[config.mk]
export PLATFORM = sky130hd
export DESIGN_NAME = sa_tile_sequencer_flat
export DESIGN_NICKNAME = d
export VERILOG_FILES = /design/src/rtl/sa_pkg.sv /design/src/rtl/sa_tile_sequencer_if.sv /design/src/rtl/sa_step_counter.sv /design/src/rtl/sa_tile_sequencer.sv /design/src/flat_wrapper.sv
export SDC_FILE = /design/constraint.sdc
export NUM_CORES = 1
export LEC_CHECK = 0
export BUFFER_PORTS_ARGS = -buffer_cell sky130_fd_sc_hd__buf_2
export CORE_ASPECT_RATIO = 1.2
export CORE_MARGIN = 1
export CORE_UTILIZATION = 45
export CTS_CLUSTER_SIZE = 24
export DETAILED_ROUTE_END_ITERATION = 8
export GPL_ROUTABILITY_DRIVEN = 0
export PLACE_DENSITY_LB_ADDON = 0.08
export SETUP_SLACK_MARGIN = 0.2
export SLEW_MARGIN = 20
export SYNTH_ARGS = -nofsm -noshare
export SYNTH_HDL_FRONTEND = slang
export SYNTH_SLANG_ARGS = --single-unit
[constraint.sdc]
create_clock -name clk -period 7.4 [get_ports clk]
set_input_delay 0.74 -clock clk [delete_from_list [all_inputs] [get_ports clk]]
set_output_delay 0.74 -clock clk [all_outputs]
set_load 0.005 [all_outputs]
[src/rtl/sa_pkg.sv]
// sa_pkg: state type, feed/stream cycle counts and width helpers for the tile sequencer
package sa_pkg;
  localparam int DEF_WIDTH = 16;
  localparam int DEF_HIDDEN = 4;
  localparam int DEF_CONTEXT = 4;
  localparam int DEF_MAX_TILES = 16;
  typedef enum logic [2:0] {IDLE, LOAD_W, CLEAR, STREAM, OUTPUT, DONE} state_t;
  function automatic int feed_cycles(input int h, input int c);
    return h + c - 1;
  endfunction
  function automatic int stream_cycles(input int h, input int c);
    return feed_cycles(h, c) + h - 1;
  endfunction
  function automatic int tile_w(input int m);
    return $clog2(m + 1);
  endfunction
  function automatic int step_w(input int s);
    return (s > 1) ? $clog2(s) : 1;
  endfunction
  localparam int DEF_TW = tile_w(DEF_MAX_TILES);
  localparam int DEF_SW = step_w(stream_cycles(DEF_HIDDEN, DEF_CONTEXT));
endpackage

[src/rtl/sa_tile_sequencer_if.sv]
// sa_tile_sequencer_if: job start, array strobes and result handshake; master = sequencer, slave = front-end/array/consumer
interface sa_tile_sequencer_if import sa_pkg::*; #(
  parameter int TW = DEF_TW,
  parameter int SW = DEF_SW
);
  logic          start_valid;
  logic          start_ready;
  logic [TW-1:0] num_tiles;
  logic          abort;
  logic          w_load;
  logic          sa_clear;
  logic          sa_en;
  logic          x_valid;
  logic [SW-1:0] x_step;
  logic [TW-1:0] tile_idx;
  logic          y_valid;
  logic          y_ready;
  logic          busy;
  logic          done;
  modport master (
    input  start_valid, num_tiles, abort, y_ready,
    output start_ready, w_load, sa_clear, sa_en, x_valid, x_step, tile_idx, y_valid, busy, done
  );
  modport slave (
    output start_valid, num_tiles, abort, y_ready,
    input  start_ready, w_load, sa_clear, sa_en, x_valid, x_step, tile_idx, y_valid, busy, done
  );
endinterface

[src/rtl/sa_step_counter.sv]
// sa_step_counter: loadable up-counter (load clears, en advances) with terminal count tc at LAST
module sa_step_counter #(
  parameter int SW = 4,
  parameter int LAST = 9
) (
  input  logic          clk,
  input  logic          rst_n,
  input  logic          load,
  input  logic          en,
  output logic [SW-1:0] cnt,
  output logic          tc
);
  logic [SW-1:0] cnt_q, cnt_d;
  always_comb cnt_d = load ? '0 : en ? cnt_q + 1'b1 : cnt_q;
  always_ff @(posedge clk or negedge rst_n)
    if (!rst_n) cnt_q <= '0;
    else cnt_q <= cnt_d;
  assign cnt = cnt_q;
  assign tc = cnt_q == SW'(LAST);
endmodule

[src/rtl/sa_tile_sequencer.sv]
// sa_tile_sequencer: loads weights once, then clears/streams/outputs num_tiles tiles through the array (clk, rst_n, bus.master)
module sa_tile_sequencer import sa_pkg::*; #(
  parameter int HIDDEN_SIZE = DEF_HIDDEN,
  parameter int CONTEXT_LENGTH = DEF_CONTEXT,
  parameter int MAX_TILES = DEF_MAX_TILES
) (
  input logic clk,
  input logic rst_n,
  sa_tile_sequencer_if.master bus
);
  localparam int FEED = feed_cycles(HIDDEN_SIZE, CONTEXT_LENGTH);
  localparam int STREAMC = stream_cycles(HIDDEN_SIZE, CONTEXT_LENGTH);
  localparam int TW = tile_w(MAX_TILES);
  localparam int SW = step_w(STREAMC);
  state_t state_q, state_d;
  logic [TW-1:0] tiles_q, tiles_d, tile_q, tile_d;
  logic start_ready_q, start_ready_d, busy_q, busy_d, w_load_q, w_load_d, sa_clear_q, sa_clear_d;
  logic sa_en_q, sa_en_d, x_valid_q, x_valid_d, y_valid_q, y_valid_d, done_q, done_d;
  logic [SW-1:0] step;
  logic [SW:0] step_nxt;
  logic step_tc, more;
  // Counter is held at 0 outside STREAM so an abort or tile exit always leaves x_step clean.
  sa_step_counter #(.SW(SW), .LAST(STREAMC - 1)) u_step (
    .clk(clk),
    .rst_n(rst_n),
    .load(state_d != STREAM),
    .en(state_q == STREAM),
    .cnt(step),
    .tc(step_tc)
  );
  always_comb begin
    state_d = state_q;
    tiles_d = tiles_q;
    tile_d = tile_q;
    more = ({1'b0, tile_q} + 1'b1) < {1'b0, tiles_q};
    unique case (state_q)
      IDLE: if (bus.start_valid) begin
        state_d = (bus.num_tiles == '0) ? DONE : LOAD_W;
        tiles_d = (bus.num_tiles > TW'(MAX_TILES)) ? TW'(MAX_TILES) : bus.num_tiles;
      end
      LOAD_W: state_d = CLEAR;
      CLEAR: state_d = STREAM;
      STREAM: state_d = step_tc ? OUTPUT : STREAM;
      OUTPUT: if (bus.y_ready) begin
        state_d = more ? CLEAR : DONE;
        tile_d = more ? tile_q + 1'b1 : tile_q;
      end
      DONE: state_d = IDLE;
      default: state_d = IDLE;
    endcase
    if (bus.abort && state_q != IDLE) state_d = IDLE;
    if (state_d == IDLE) tile_d = '0;
    // Outputs are registered from the next state, so x_valid needs the step value of the next cycle.
    step_nxt = (state_q == STREAM) ? {1'b0, step} + 1'b1 : '0;
    start_ready_d = state_d == IDLE;
    busy_d = state_d != IDLE;
    w_load_d = state_d == LOAD_W;
    sa_clear_d = state_d == CLEAR;
    sa_en_d = state_d == STREAM;
    x_valid_d = state_d == STREAM && step_nxt < (SW + 1)'(FEED);
    y_valid_d = state_d == OUTPUT;
    done_d = state_d == DONE;
  end
  always_ff @(posedge clk or negedge rst_n)
    if (!rst_n) begin
      state_q <= IDLE;
      tiles_q <= '0;
      tile_q <= '0;
      start_ready_q <= 1'b1;
      busy_q <= 1'b0;
      w_load_q <= 1'b0;
      sa_clear_q <= 1'b0;
      sa_en_q <= 1'b0;
      x_valid_q <= 1'b0;
      y_valid_q <= 1'b0;
      done_q <= 1'b0;
    end else begin
      state_q <= state_d;
      tiles_q <= tiles_d;
      tile_q <= tile_d;
      start_ready_q <= start_ready_d;
      busy_q <= busy_d;
      w_load_q <= w_load_d;
      sa_clear_q <= sa_clear_d;
      sa_en_q <= sa_en_d;
      x_valid_q <= x_valid_d;
      y_valid_q <= y_valid_d;
      done_q <= done_d;
    end
  assign bus.start_ready = start_ready_q;
  assign bus.busy = busy_q;
  assign bus.w_load = w_load_q;
  assign bus.sa_clear = sa_clear_q;
  assign bus.sa_en = sa_en_q;
  assign bus.x_valid = x_valid_q;
  assign bus.x_step = step;
  assign bus.tile_idx = tile_q;
  assign bus.y_valid = y_valid_q;
  assign bus.done = done_q;
endmodule

[src/flat_wrapper.sv]
// flat-port wrapper written by rule: the top's interface ports become plain ports
module sa_tile_sequencer_flat import sa_pkg::*;
#(
  parameter int HIDDEN_SIZE = DEF_HIDDEN,
  parameter int CONTEXT_LENGTH = DEF_CONTEXT,
  parameter int MAX_TILES = DEF_MAX_TILES
)
  (clk, rst_n, bus_start_valid, bus_num_tiles, bus_abort, bus_y_ready, bus_start_ready, bus_w_load, bus_sa_clear, bus_sa_en, bus_x_valid, bus_x_step, bus_tile_idx, bus_y_valid, bus_busy, bus_done);
  sa_tile_sequencer_if #(.TW(5), .SW(4)) bus_i ();
  input logic clk;
  input logic rst_n;
  input wire logic [$bits(bus_i.start_valid)-1:0] bus_start_valid;
  input wire logic [$bits(bus_i.num_tiles)-1:0] bus_num_tiles;
  input wire logic [$bits(bus_i.abort)-1:0] bus_abort;
  input wire logic [$bits(bus_i.y_ready)-1:0] bus_y_ready;
  output wire logic [$bits(bus_i.start_ready)-1:0] bus_start_ready;
  output wire logic [$bits(bus_i.w_load)-1:0] bus_w_load;
  output wire logic [$bits(bus_i.sa_clear)-1:0] bus_sa_clear;
  output wire logic [$bits(bus_i.sa_en)-1:0] bus_sa_en;
  output wire logic [$bits(bus_i.x_valid)-1:0] bus_x_valid;
  output wire logic [$bits(bus_i.x_step)-1:0] bus_x_step;
  output wire logic [$bits(bus_i.tile_idx)-1:0] bus_tile_idx;
  output wire logic [$bits(bus_i.y_valid)-1:0] bus_y_valid;
  output wire logic [$bits(bus_i.busy)-1:0] bus_busy;
  output wire logic [$bits(bus_i.done)-1:0] bus_done;
  assign bus_i.start_valid = bus_start_valid;
  assign bus_i.num_tiles = bus_num_tiles;
  assign bus_i.abort = bus_abort;
  assign bus_i.y_ready = bus_y_ready;
  assign bus_start_ready = bus_i.start_ready;
  assign bus_w_load = bus_i.w_load;
  assign bus_sa_clear = bus_i.sa_clear;
  assign bus_sa_en = bus_i.sa_en;
  assign bus_x_valid = bus_i.x_valid;
  assign bus_x_step = bus_i.x_step;
  assign bus_tile_idx = bus_i.tile_idx;
  assign bus_y_valid = bus_i.y_valid;
  assign bus_busy = bus_i.busy;
  assign bus_done = bus_i.done;
  sa_tile_sequencer #(.HIDDEN_SIZE(HIDDEN_SIZE), .CONTEXT_LENGTH(CONTEXT_LENGTH), .MAX_TILES(MAX_TILES)) u_core (.clk(clk), .rst_n(rst_n), .bus(bus_i));
endmodule
==> results.md <==
* Ranking of synthesized cells by area: dfrtp_1 (44%), ha_1 (6.4%), nor2_1 (5.5%)
* NetSw at about 140 uW
* Minimum clock period at between 2000 and 3000 ps
* Count leader, synth: dfrtp_1
* Static Leak at 0.000750 uW
* Cell accounting for the most synthesized area: dfrtp_1
* Mapped cell area at around 0.0014 mm^2
* PortBufs at 26
* Post-cts hold buffer count at 0
* Clk buf depth at 2
* Cells after Synth at approximately 150
* DPL Wire Length at ~2000 um
* Final-report setup violation count at 0
* DRT antenna net count at 0
* Cell internal pwr at 247 uW
* Largest net degree at the start of global routing at 26
* Clock sinks at 25
* Post-CTS Setup Bufs at 0
* Tightest Pin Transition at between 500 and 600 ps
* Post-synth EDFFs at 0
* Max-cap violation count at 0
* CP Data Arrival Time at between 3000 and 4000 ps
* Slowest stage delay, CP at 470 ps
* Max IR drop VDD at approximately 0.13 mV
* List of most frequent post-synthesis cells: dfrtp_1 (24), nor2_1 (20), nand2_1 (19)
* Sw frac at 0.366
* WS Path Type: flop to flop
* Post-cts sizing count at 0
* Layout cell share with drive strength beyond 1 at 0.196
* Seq/Total Area, Yosys at 0.459
* DRC violation total after the first TritonRoute iteration at 11
* Worst hold path type: primary input to asynchronous set/reset pin
* Clock share of power at 0.152
* Fin nets at slightly below 200
* Pins Over Slew Limit at 0
* Die ar. at around 0.0033 mm^2
* Routed vias at 1136
* GRT Overall Usage at 0.185
* Crit path buf inv count at 0
* Synth Warn # at 0
* Yosys cell types at 36
* CP Max Fanout at 8
* Die Height at about 62 um
* FFs w/ async S/R, synth at 1.00
* Worst Path Required at between 7000 and 8000 ps
* IO Pins at 27
* Global-route wire length before repair at 4620 um
* Outcome: complete, no violations
* Core Rows at 21
* Initial antenna violation count at 0
* CTS H-tree depth at 1
* Fmax at around 350 MHz
* Seq pwr share at 0.495
* Pwr dens at around 250 mW/mm^2
* Max-slew headroom at the worst pin at 0.598
* Combinational Power Share at 0.353
* Area delta synth->final at 13.1%
* Worst-path clk slew at 130 ps
* Hold Violations, Final at 0
* Critical Path Source Type: flop
* Crit-path leading delay family: simple AND/OR/NAND/NOR gates
* #FFs+latches synth at 25
* Wirelength per Cell at 12.5 um
* # DRC at 0
* Finished Core Util at 0.544
* Total routed wirelength at approximately 2700 um
* Unrepaired setup endpoints after global routing: false
* Per-instance average area after synthesis at about 8.9 um^2
* Area share of the largest cell type after synthesis at 0.440
* CTS Buf Count at 3
* Number of global-route vias before repair at ~1100
* Starting Density at 0.481
* Skew final at 4.49 ps
* CTS tree: built
* Setup_tns at 0 ps
* Ordered list of cells on the worst path: nand3_1 > and2_1 > or2_2 > ha_1 > or3_1 > o22a_1 > a211oi_2 > mux2_2 > nor2_1
* Main synth FF type: dfrtp_1
* Final worst-path cycle share at 0.381
* DIE WIDTH at 52.3 um
* Root buffer cell: clkbuf_4
* Slowest-stage cell, CP: dfrtp_1
* Worst R2R Path Depth at 9
* Via density at 5.33
* ANT cells at 0
* Core Footprint at 0.00284 mm^2
* Clk_lat worst skew at 310 ps
* Setup crit end kind: flop
* Total gr overflow at 0
* Stages on the worst setup path at 9
* Syn_nets at around 170
* Pre-antenna DRT Iters at 4
==> worst register-to-register path, stage by stage, from the launching register on <==
cell and delay, ps:
dfrtp_1 470, nand3_1 140, and2_1 180, or2_2 300, ha_1 200, or3_1 300, o22a_1 240, a211oi_2 470
mux2_2 390, nor2_1 80
==> cells by family (layout without fill, tap and decap cells) <==
kind of cell / count (synthesis) / after routing / synth area share
flops: 25 / 25 / 0.459
fa+ha+maj: 8 / 8 / 0.0715
simple gates: 66 / 66 / 0.229
xor+xnor: 5 / 5 / 0.0321
mux: 2 / 2 / 0.0165
compound gates: 33 / 33 / 0.149
buf+inv: 15 / 40 / 0.0422
==> sequential cells by signal, indices dropped and copies added (netlist names) <==
name and flops:
u_core.bus.start_ready 1, u_core.bus.x_valid 1, u_core.bus.busy 1, u_core.bus.tile_idx 5, u_core.bus.sa_en 1, u_core.tiles_q 5, u_core.bus.y_valid 1, u_core.state_q 3
u_core.u_step.cnt 4, u_core.bus.w_load 1, u_core.bus.done 1, u_core.bus.sa_clear 1
==> per-stage QoR <==
step | instance area, um^2 | power [uW] | cells | setup WS [ps] | hold slack [ps]
6_report | 1540 | 389 | 213 | 4580 | 396
5_1_grt | 1540 | 423 | 213 | 4410 | 422
4_1_cts | 1540 | 395 | 213 | 4580 | 402
3_5_place_dp | 1520 | 333 | 209 | 4610 | 472
3_3_place_gp | 1520 | 329 | 209 | 4710 | 464
2_1_floorplan | 1370 | 293 | 154 | 4840 | 444
==> final timing paths <==
kind	start	end	slack [ps]
min	rst_n	u_core.state_q[0]	400
max reg2reg	u_core.bus.tile_idx[2]	u_core.bus.tile_idx[0]	4580
min in group clk	u_core.tiles_q[1]	u_core.tiles_q[1]	500
min reg2reg	u_core.tiles_q[1]	u_core.tiles_q[1]	500
max in group asynchronous	rst_n	u_core.bus.start_ready	6640
max	u_core.bus.tile_idx[2]	u_core.bus.tile_idx[0]	4580
==> routing by layer <==
metal | wire length, um | vias up | part of all wire | GRT usage
met5 | 0 | - | 0 | 0
met1 | 1210 | 526 | 0.45 | 0.229
li1 | - | 577 | - | -
met2 | 1310 | 31 | 0.49 | 0.299
met3 | 113 | 2 | 0.042 | 0.0319
met4 | 25 | 0 | 0.0094 | 0.0921
==> area by class of cell <==
cell class,count,area (um^2)
Fill cell,270,1290
Multi-Input combinational cell,114,681
Sequential cell,25,627
Timing Repair Buffer,26,130
Tap cell,34,42.5
Inverter,10,37.5
Clock buffer,4,26.3
==> power groups by stage <==
stage / registers (uW) / logic, uW / clock network [uW]
2_1_floorplan: 189 / 104 / 0
3_3_place_gp: 195 / 134 / 0
3_5_place_dp: 196 / 137 / 0
4_1_cts: 193 / 138 / 64.1
5_1_grt: 198 / 155 / 70.7
6_report: 193 / 137 / 59.3
==> cell usage in the layout, fill, tap and decap left out, drive strengths merged, types with 2 or more instances in the layout <==
cell type  netlist  routed
a211oi           3       3
nor2b            2       2
xnor2            2       2
inv             10      10
nand2           19      19
nor3             4       4
or2              3       3
or3              2       2
o21ai            8       8
xor2             3       3
buf              1      26
mux2             2       2
a21oi           11      11
nand3            3       3
o22ai            3       3
nand2b           6       6
nor2            20      20
nand3b           4       4
dfrtp           24      24
clkbuf           4       4
ha               7       7
No activity file was read; power rests on OpenSTA's default activity.
